## config.mk

```make
export PLATFORM = sky130hd
export DESIGN_NAME = fetch_ctrl
export DESIGN_NICKNAME = d
export VERILOG_FILES = /design/src/rtl/fetch_ctrl.sv
export SDC_FILE = /design/constraint.sdc
export NUM_CORES = 1
export LEC_CHECK = 0
export ABC_AREA = 1
export CORE_AREA = 2 2 133 135
export CTS_CLUSTER_SIZE = 28
export DETAILED_ROUTE_END_ITERATION = 16
export DIE_AREA = 0 0 135 137
export GPL_ROUTABILITY_DRIVEN = 0
export PLACE_DENSITY = 0.82
export SLEW_MARGIN = 30
export SYNTH_ARGS = -nofsm -noshare
export SYNTH_HDL_FRONTEND = slang
export SYNTH_SLANG_ARGS = --single-unit
```

## constraint.sdc

```tcl
create_clock -name clk -period 2.7 [get_ports clk]
set_input_delay 0.675 -clock clk [delete_from_list [all_inputs] [get_ports clk]]
set_output_delay 0.675 -clock clk [all_outputs]
set_load 0.02 [all_outputs]
```

## src/rtl/fetch_ctrl.sv

```systemverilog
// fetch_ctrl: AXI4 read-address burst sequencer for instruction fetch.
// Optional perf counters enabled by defining FETCH_CTRL_PERF_EN.
module fetch_ctrl #(
    parameter int unsigned BURST_LEN = 4,
    parameter logic [31:0] RESET_PC  = 32'h0000_0000
) (
    input  logic        clk,
    input  logic        rst_n,
    output logic        arvalid,
    input  logic        arready,
    output logic [31:0] araddr,
    output logic [7:0]  arlen,
    input  logic        rvalid,
    input  logic        rready,
    input  logic        rlast,
    input  logic        buf_full,
    input  logic        jump,
    input  logic [31:0] jump_pc,
    output logic [31:0] fetch_pc,
    output logic        flush,
    output logic        jump_accept,
    output logic        busy
`ifdef FETCH_CTRL_PERF_EN
    ,
    output logic [31:0] perf_stall_cnt,
    output logic [31:0] perf_flush_cnt
`endif
);

    typedef enum logic [1:0] {
        IDLE  = 2'd0,
        ADDR  = 2'd1,
        DATA  = 2'd2,
        DRAIN = 2'd3
    } state_t;

    state_t      state;
    logic [31:0] next_addr;
    logic [31:0] tgt;
    logic        jump_pend;

    logic        beat;
    logic        last_beat;
    logic [31:0] jump_tgt;
    logic [31:0] drain_tgt;
    logic [10:0] words_left;
    logic [7:0]  burst_arlen;
    logic [31:0] burst_end;

    assign beat      = rvalid & rready;
    assign last_beat = beat & rlast;
    assign jump_tgt  = jump_pc & 32'hFFFF_FFFC;
    assign drain_tgt = jump ? jump_tgt : tgt;
    assign busy      = (state != IDLE);

    // Words left before the next 4 KB page; clamps burst length so it never crosses.
    assign words_left = 11'd1024 - {1'b0, next_addr[11:2]};
    assign burst_end  = araddr + {21'd0, ({1'b0, arlen} + 9'd1), 2'b00};

    // Burst length for the next request, shortened at a page boundary.
    always_comb begin
        burst_arlen = 8'(BURST_LEN - 1);
        if (words_left < 11'(BURST_LEN))
            burst_arlen = words_left[7:0] - 8'd1;
    end

    // Main fetch sequencer: issue bursts, track beat PCs, drain on redirect.
    always_ff @(posedge clk or negedge rst_n) begin
        if (!rst_n) begin
            state       <= IDLE;
            arvalid     <= 1'b0;
            araddr      <= RESET_PC;
            arlen       <= 8'd0;
            fetch_pc    <= RESET_PC;
            flush       <= 1'b0;
            jump_accept <= 1'b0;
            next_addr   <= RESET_PC;
            tgt         <= RESET_PC;
            jump_pend   <= 1'b0;
        end else begin
            jump_accept <= 1'b0;
            unique case (state)
                IDLE: begin
                    if (jump) begin
                        next_addr   <= jump_tgt;
                        fetch_pc    <= jump_tgt;
                        jump_accept <= 1'b1;
                    end else if (!buf_full) begin
                        state   <= ADDR;
                        arvalid <= 1'b1;
                        araddr  <= next_addr;
                        arlen   <= burst_arlen;
                    end
                end
                ADDR: begin
                    if (jump) begin
                        jump_pend <= 1'b1;
                        tgt       <= jump_tgt;
                    end
                    if (arready) begin
                        arvalid <= 1'b0;
                        if (jump || jump_pend) begin
                            state <= DRAIN;
                            flush <= 1'b1;
                        end else begin
                            state <= DATA;
                        end
                    end
                end
                DATA: begin
                    if (beat)
                        fetch_pc <= fetch_pc + 32'd4;
                    if (last_beat) begin
                        state <= IDLE;
                        if (jump) begin
                            next_addr   <= jump_tgt;
                            fetch_pc    <= jump_tgt;
                            jump_accept <= 1'b1;
                        end else begin
                            next_addr <= burst_end;
                        end
                    end else if (jump) begin
                        tgt   <= jump_tgt;
                        flush <= 1'b1;
                        state <= DRAIN;
                    end
                end
                DRAIN: begin
                    if (jump)
                        tgt <= jump_tgt;
                    if (last_beat) begin
                        next_addr   <= drain_tgt;
                        fetch_pc    <= drain_tgt;
                        jump_accept <= 1'b1;
                        flush       <= 1'b0;
                        jump_pend   <= 1'b0;
                        state       <= IDLE;
                    end
                end
                default: state <= IDLE;
            endcase
        end
    end

`ifdef FETCH_CTRL_PERF_EN
    // Saturating counters: idle stall cycles and discarded beats.
    always_ff @(posedge clk or negedge rst_n) begin
        if (!rst_n) begin
            perf_stall_cnt <= 32'd0;
            perf_flush_cnt <= 32'd0;
        end else begin
            if (state == IDLE && buf_full && perf_stall_cnt != 32'hFFFF_FFFF)
                perf_stall_cnt <= perf_stall_cnt + 32'd1;
            if (state == DRAIN && beat && perf_flush_cnt != 32'hFFFF_FFFF)
                perf_flush_cnt <= perf_flush_cnt + 32'd1;
        end
    end
`endif

endmodule
```

==> flow_summary.toml, run 1 <==
[synth]
ys.warnings.count = 0
ys_types = 45
synth_edf_count = 0
async_flop_share = 1.00
syn_area_mm2 = 0.00928
syn_nets = 1411
ys.flop_type = "dfrtp_1"
ys_seq_elements = 142
synth-seq-area-share = 0.383
synth_area_per_cell_um2 = 6.83
synthCells = 1358

[worst_setup_path]
r2r_slack_ps = 180
end_kind = "flop"
path_cells = "nand2_1 -> inv_1 -> nand4_1 -> nand3b_1 -> xor2_1 -> ha_1 -> nand2_1 -> inv_2 -> nand2_2 -> nor2_1 -> nand2_1 -> nand3_4 -> a21oi_1 -> o21ai_0 -> nand2_1 -> a21oi_1"
reg2reg_depth = 16
cp_max_fo = 8
worst_path_most_repeated_cell = "nand2_1"
start_kind = "flop"
reg2reg_from = "arlen[3]"
cp_slowest_cell = "dfrtp_1"
critical-path-top-delay-family = "simple AND/OR/NAND/NOR gates"
cp_data_required_time_ps = 3020
cp_num_buf_inv = 2
r2r_end = "next_addr[13]"
critPathKind = "reg -> reg"
max_stage_delay_ps = 400
arrival_ps = 2850

[clock_network]
cts_made_buffers = 17
clk_path_buf_depth = 2
cts_tree = "done"
hold_buffers = 0
clk_latency_ps = 430
clk_pin_slew_worst_paths_ps = 60
htree_num_levels = 4
root_buffer = "clkbuf_16"
cts.sinks = 142

[sta]
finalSetupTns_ps = 0
drv_slew = 0
min_period_ps = 2520
maxSlewHeadroom = 0.529
fin_crit_sh = 0.934
setup_viol = 0
rsz0062_at_grt = "true"
hold_violations = 0
max_freq_mhz = 396
worst_pin_slew_ps = 706
skew_ps = 5.98

[floorplanning]
rows = 48
fp.coreArea_mm2 = 0.0171
fp.dieW_um = 135
initial_core_util = 0.544
die_y_um = 137
die_area_mm2 = 0.0185
pin_count = 116

[cells_and_area]
insertedDiodeCount = 0
post-route-util = 0.670
mostFrequentLayoutCells = "nand2_1, nor2_1, inv_1"
post_layout_nonfiller_instances = 1703
drive_gt1_frac = 0.0724
nets = 1518
final_common_cell = "nand2_1"
final.fill_count = 1404
area_delta_synth_final_pct = 23.2

[pwr]
p_per_area_mw_per_mm2 = 1260
power.sequential.fraction = 0.287
intPower_mw = 7.74
clock_power_share = 0.192
p_comb_frac = 0.521
fin_total_pwr_mw = 14.4
switching_share = 0.464
total_leakage_power_nw = 5.49
power.switching_mw = 6.69
vdd_ir_drop_max_mv = 0.672

[global_route]
grt_pass1_vias = 9008
grt_max_degree = 63
grt_pass1_wl_mm = 45.7
grt-ovfl-total = 0
antenna_found_initial = 0
grt_usage = 0.315

[route]
routed_wl_mm = 28.4
drt_iter0_drc = 1495
first_pass_iters = 8
final_antenna_net_count = 0
drt-vias-per-instance = 5.74
drc = 0
wire_per_inst_um = 16.7
vias = 9774

[place]
portBuffers = 113
hpwl_mm = 20.4
dp_cells = 1670

[flow_run]
cap_violations = 0

[run_status]
status = "finished, final reports clean"

[worst_hold_path]
min_path_type = "in -> async"
## repair_timing
action,4_1_cts,5_1_grt
hold endpoints to repair,0,0
setup endpoints to repair,0,20
setup buffers,0,1
gates resized for setup,0,16
## registers in the layout (all words and copies together), names as in the netlist
name and flops:
arvalid 1, jump_pend 1, next_addr 32, flush 1
fetch_pc 32, jump_accept 1, araddr 32, state 2
arlen 8, tgt 32
## cells in the mapped netlist, types with 6 or more instances
cell      number  area, um2
nand2_1      346       1300
nor2_1       231        867
inv_1        147        552
dfrtp_1      142       3550
o21ai_0      103        515
a21oi_1       80        400
nand3_1       75        375
a22o_1        25        219
buf_2         25        125
xor2_1        19        166
a31oi_1       16        100
clkbuf_1      14       52.6
nand4_1       14       87.6
nor3_1        14       70.1
ha_1          12        150
o22ai_1       11       68.8
a22oi_1        9       67.6
inv_2          9       33.8
nand2_2        6       37.5
o21ai_1        6       30.0
xnor2_1        6       52.6
## per-layer routing
layer	part of all wire	wire, um	up-vias	track usage
li1	-	-	4614	-
met1	0.42	11900	4465	0.450
met2	0.45	12800	612	0.485
met3	0.10	2890	83	0.0485
met4	0.032	907	0	0.122
met5	0	0	-	0
## cell type report
class | count | area, um2 | area share
Sequential cell | 142 | 3550 | 0.311
Tap cell | 225 | 282 | 0.0246
Inverter | 159 | 607 | 0.0531
Timing Repair Buffer | 137 | 1380 | 0.120
Clock buffer | 19 | 453 | 0.0396
Multi-Input combinational cell | 1008 | 4920 | 0.431
Clock inverter | 13 | 233 | 0.0204
## kinds of logic after synthesis
| group | share of synthesized area |
|---|---|
| and+or+nand+nor | 0.320 |
| DFF | 0.383 |
| buffers and inverters | 0.0931 |
| adders and majority gates | 0.0183 |
| xor gates and xnor gates | 0.0254 |
| AOI/OAI and AO/OA | 0.160 |
## worst max-delay path by stage
stage / slack (ps) / startpoint / end / cells past startpoint
global route: -70 / arlen[3] / next_addr[31] / 16
global placement: 140 / arlen[3] / next_addr[13] / 16
floorplan: 330 / arlen[2] / next_addr[20] / 15
detailed placement: 40 / arlen[3] / next_addr[13] / 16
finish: 180 / arlen[3] / next_addr[13] / 16
CTS: 10 / arlen[3] / next_addr[13] / 16
## worst register-to-register path: cells and delay by family, from the launching register on
family	cells	cell delay, ps
DFF	1	400
and+or+nand+nor	9	980
xor gates and xnor gates	1	170
adders and majority gates	1	360
AOI/OAI and AO/OA	3	330
buffers and inverters	2	150
## power groups by stage
stage | logic (mW) | clock network [mW] | registers [mW]
5_1_grt | 8.29 | 2.87 | 4.24
4_1_cts | 7.40 | 2.78 | 4.09
2_1_floorplan | 4.44 | 0 | 4.45
6_report | 7.52 | 2.77 | 4.14
3_3_place_gp | 7.11 | 0 | 4.10
3_5_place_dp | 7.30 | 0 | 4.11
## metrics by stage
step | worst slack [ps] | cell area [um2] | hold slack [ps]
2_1_floorplan | 332 | 9280 | 379
3_3_place_gp | 137 | 10700 | 457
3_5_place_dp | 37.4 | 10700 | 466
4_1_cts | 13.6 | 11400 | 247
5_1_grt | -66.1 | 11400 | 280
6_report | 178 | 11400 | 226
Power figures use the tool's default switching activity.
==> run 2, diff against run 1 <==
--- a/config.mk
+++ b/config.mk
@@ -6,12 +6,12 @@
 export NUM_CORES = 1
 export LEC_CHECK = 0
 export ABC_AREA = 1
-export CORE_AREA = 2 2 133 135
+export CORE_AREA = 2 2 149 122
 export CTS_CLUSTER_SIZE = 28
 export DETAILED_ROUTE_END_ITERATION = 16
-export DIE_AREA = 0 0 135 137
+export DIE_AREA = 0 0 151 124
 export GPL_ROUTABILITY_DRIVEN = 0
-export PLACE_DENSITY = 0.82
+export PLACE_DENSITY = 0.81
 export SLEW_MARGIN = 30
 export SYNTH_ARGS = -nofsm -noshare
 export SYNTH_HDL_FRONTEND = slang
==> flow_summary.toml, run 2 (synthesis gave the netlist of run 1 again) <==
[cells_and_area]
area_delta_synth_final_pct = 22.6
nets = 1523
final_common_cell = "nand2_1"
post-route-util = 0.664
final_cell_area_mm2 = 0.0114
mostFrequentLayoutCells = "nand2_1, nor2_1, inv_1"
drive_gt1_frac = 0.0722
insertedDiodeCount = 0

[route]
final_antenna_net_count = 0
routed_wl_mm = 29.0
drt_iter0_drc = 1188
drc = 0
drt-vias-per-instance = 5.76
first_pass_iters = 9
vias = 9839
wire_per_inst_um = 17.0

[pwr]
fin_total_pwr_mw = 14.2
p_per_area_mw_per_mm2 = 1250
total_leakage_power_nw = 5.47
vdd_ir_drop_max_mv = 0.686

[sta]
min_period_ps = 2500
worst_pin_slew_ps = 679
worst_slack_ps = 196
fin_crit_sh = 0.927
maxSlewHeadroom = 0.547
skew_ps = 9.81
drv_slew = 0
hold_violations = 0
setup_viol = 0
max_freq_mhz = 399

[place]
hpwl_mm = 21.4
place_ws_ps = 5.15
portBuffers = 113
place_area_mm2 = 0.0107

[global_route]
met2_usage = 0.460
grt_max_degree = 61
antenna_found_initial = 0
grt-ovfl-total = 0
grt_pass1_vias = 8855
use_met3 = 0.0916
grt_usage = 0.322
grt_pass1_wl_mm = 46.1
grt_use_met1 = 0.483
top_usage_layer = "met1"

[worst_setup_path]
path_cells = "nor2_1 -> inv_1 -> clkdlybuf4s50_1"
end_kind = "output port"
arrival_ps = 1830
cp_num_buf_inv = 2
critical-path-top-delay-family = "buffers and inverters"
cp_data_required_time_ps = 2030
start_kind = "flop"
critPathKind = "reg -> out"
max_stage_delay_ps = 640
cp_max_fo = 6
cp_slowest_cell = "clkdlybuf4s50_1"

[run_status]
status = "finished, final reports clean"

[clock_network]
htree_num_levels = 4
clk_pin_slew_worst_paths_ps = 60
cts.sinks = 142
cts_made_buffers = 17
clk_path_buf_depth = 2
root_buffer = "clkbuf_16"
cts_tree = "done"
hold_buffers = 0
clk_latency_ps = 420

[worst_hold_path]
min_path_type = "in -> async"

[floorplanning]
rows = 43
fp.coreArea_mm2 = 0.0171
pin_count = 116
die_area_mm2 = 0.0187
fp.dieW_um = 151
initial_core_util = 0.542
die_y_um = 124

[flow_run]
cap_violations = 0
[run 2: cell types whose count changed in the layout (fill, tap and decap cells not counted), sizes merged]
cell	change
clkbuf	+6
buf	+5
bufinv	-3
inv	-3
clkinvlp	-1
[run 2: cell type report]
type	instances	area (um2)
timing repair buffer	142	1410
clock buffer	25	475
multi-input combinational	1008	4930
inverter	159	607
clock inverter	6	109
tap	225	282
fill	1451	5740
sequential	142	3560
[run 2: per-layer routing]
layer  routed length [um]  vias to the layer above
met1                12700                     4542
met3                 3870                       60
met2                12000                      621
met4                  451                        0
li1                     -                     4616
met5                    0                        -
[run 2: worst paths after layout]
kind | start | to | slack (ps) | cells after the start
min reg2reg | next_addr[16] | araddr[16] | 470 | 2
max in group asynchronous | rst_n | tgt[3] | 1800 | 2
min in group clk | next_addr[16] | araddr[16] | 470 | 2
max reg2reg | arlen[0] | next_addr[16] | 220 | 14
max | state[0] | busy | 200 | 3
min | rst_n | arlen[2] | 230 | 1
[run 2: power by group]
| part | switching (mW) | internal (mW) |
|---|---|---|
| clock network | 0.888 | 1.50 |
| registers | 1.02 | 3.14 |
| logic | 4.79 | 2.83 |
| total | 6.70 | 7.47 |
[run 2: stage by stage]
stage	hold WS (ps)	setup TNS [ps]	instances
2_1_floorplan	379	0	1358
3_3_place_gp	459	0	1672
3_5_place_dp	460	0	1672
4_1_cts	247	0	1703
5_1_grt	251	-73.9	1707
6_report	226	0	1707
[run 2: timing repair]
item / in CTS / in global routing
pin swaps: 0 / 4
setup endpoints to repair: 4 / 21
resized for setup: 2 / 14
setup buffers: 0 / 4
==> run 3, diff against run 2 <==
==> constraint.sdc (replaced) <==
create_clock -name clk -period 2.95 [get_ports clk]
set_input_delay 0.7375 -clock clk [delete_from_list [all_inputs] [get_ports clk]]
set_output_delay 0.7375 -clock clk [all_outputs]
set_load 0.02 [all_outputs]
==> flow_summary.toml, run 3 (synthesis gave the netlist of run 1 again) <==
[cells_and_area]
final_cell_area_mm2 = 0.0113
area_delta_synth_final_pct = 21.8
post_layout_nonfiller_instances = 1701
drive_gt1_frac = 0.0637
post-route-util = 0.660
final_common_cell = "nand2_1"
insertedDiodeCount = 0
mostFrequentLayoutCells = "nand2_1, nor2_1, inv_1"
nets = 1516

[global_route]
met2_usage = 0.467
grt_pass1_wl_mm = 46.6
antenna_found_initial = 0
use_met3 = 0.0722
grt_max_degree = 57
top_usage_layer = "met1"
grt_usage = 0.323
grt_use_met1 = 0.488
grt-ovfl-total = 0
grt_pass1_vias = 9088

[worst_setup_path]
reg2reg_from = "arlen[2]"
r2r_slack_ps = 300
end_kind = "flop"
critPathKind = "reg -> reg"
start_kind = "flop"
arrival_ps = 2960
r2r_end = "next_addr[13]"
reg2reg_depth = 16
cp_data_required_time_ps = 3260
cp_max_fo = 8

[flow_run]
cap_violations = 0

[floorplanning]
fp.coreArea_mm2 = 0.0171
pin_count = 116
initial_core_util = 0.542
fp.dieW_um = 151
rows = 43
die_area_mm2 = 0.0187
die_y_um = 124

[place]
dp_cells = 1669
hpwl_mm = 21.3
portBuffers = 113
place_area_mm2 = 0.0107

[sta]
worst_pin_slew_ps = 733
skew_ps = 12.2
min_period_ps = 2650
drv_slew = 0
setup_viol = 0
max_freq_mhz = 377
maxSlewHeadroom = 0.511
finalSetupTns_ps = 0
fin_crit_sh = 0.899
hold_violations = 0
rsz0062_at_grt = "false"

[route]
first_pass_iters = 6
vias = 9912
drc = 0
drt_iter0_drc = 1568
wire_per_inst_um = 17.2
drt-vias-per-instance = 5.83
final_antenna_net_count = 0
routed_wl_mm = 29.2

[clock_network]
clk_latency_ps = 420
post_cts_buffers = 0
root_buffer = "clkbuf_16"
cts_resized = 0
cts.sinks = 142
clk_path_buf_depth = 2
htree_num_levels = 4
hold_buffers = 0
clk_pin_slew_worst_paths_ps = 60
cts_made_buffers = 17
cts_tree = "done"

[pwr]
total_leakage_power_nw = 5.44
vdd_ir_drop_max_mv = 0.608
fin_total_pwr_mw = 13.1
p_per_area_mw_per_mm2 = 1160

[worst_hold_path]
min_path_type = "in -> async"

[run_status]
status = "finished, final reports clean"
## run 3: cell count changes in the layout (fill, tap and decap cells not counted), moves of 3 or more
cell	delta
nor2_1	+3
buf_4	-6
clkbuf_1	-5
nor2_2	-3
## run 3: cell type report
| type | instances | area [um2] |
|---|---|---|
| multi-input combinational | 1008 | 4880 |
| timing repair buffer | 135 | 1350 |
| clock inverter | 13 | 186 |
| clock buffer | 19 | 443 |
| inverter | 159 | 607 |
| sequential | 142 | 3550 |
| tap | 225 | 282 |
| fill | 1460 | 5810 |
## run 3: how the worst max path moves through the flow
stage	from	to	slack [ps]	depth (start not counted)
4_1_cts	arlen[2]	next_addr[20]	240	15
3_5_place_dp	arlen[2]	next_addr[20]	260	15
2_1_floorplan	arlen[2]	next_addr[20]	580	15
5_1_grt	arlen[2]	next_addr[13]	20	16
3_3_place_gp	arlen[0]	next_addr[12]	350	11
6_report	arlen[2]	next_addr[13]	300	16
## run 3: power by group
part           switching (mW)  internal, mW  total, mW
Combinational            4.39          2.56       6.94
Sequential              0.937          2.87       3.81
Clock                   0.885          1.44       2.33
Total                    6.21          6.87       13.1
## run 3: metrics by stage
step | hold WS (ps) | worst slack (ps)
final | 286 | 298
after CTS | 299 | 241
after detailed placement | 470 | 257
after global routing | 314 | 20.4
after floorplan | 442 | 582
after global placement | 460 | 349
## run 3: critical path, stage by stage, from the launching register on
cell,delay (ps)
dfrtp_1,440
nand2_1,80
inv_1,90
nand4_1,120
nand3b_1,210
xor2_1,160
ha_1,340
nand2_1,110
inv_1,50
nand2_1,110
inv_1,50
nand2_1,60
nand3_1,280
a21oi_1,210
o21ai_1,100
nand2_1,70
a21oi_1,70
## run 3: per-layer routing
metal | wire length, um | part of all wire
met5 | 0 | 0
met4 | 459 | 0.016
met3 | 3390 | 0.12
met2 | 12400 | 0.42
met1 | 13000 | 0.44
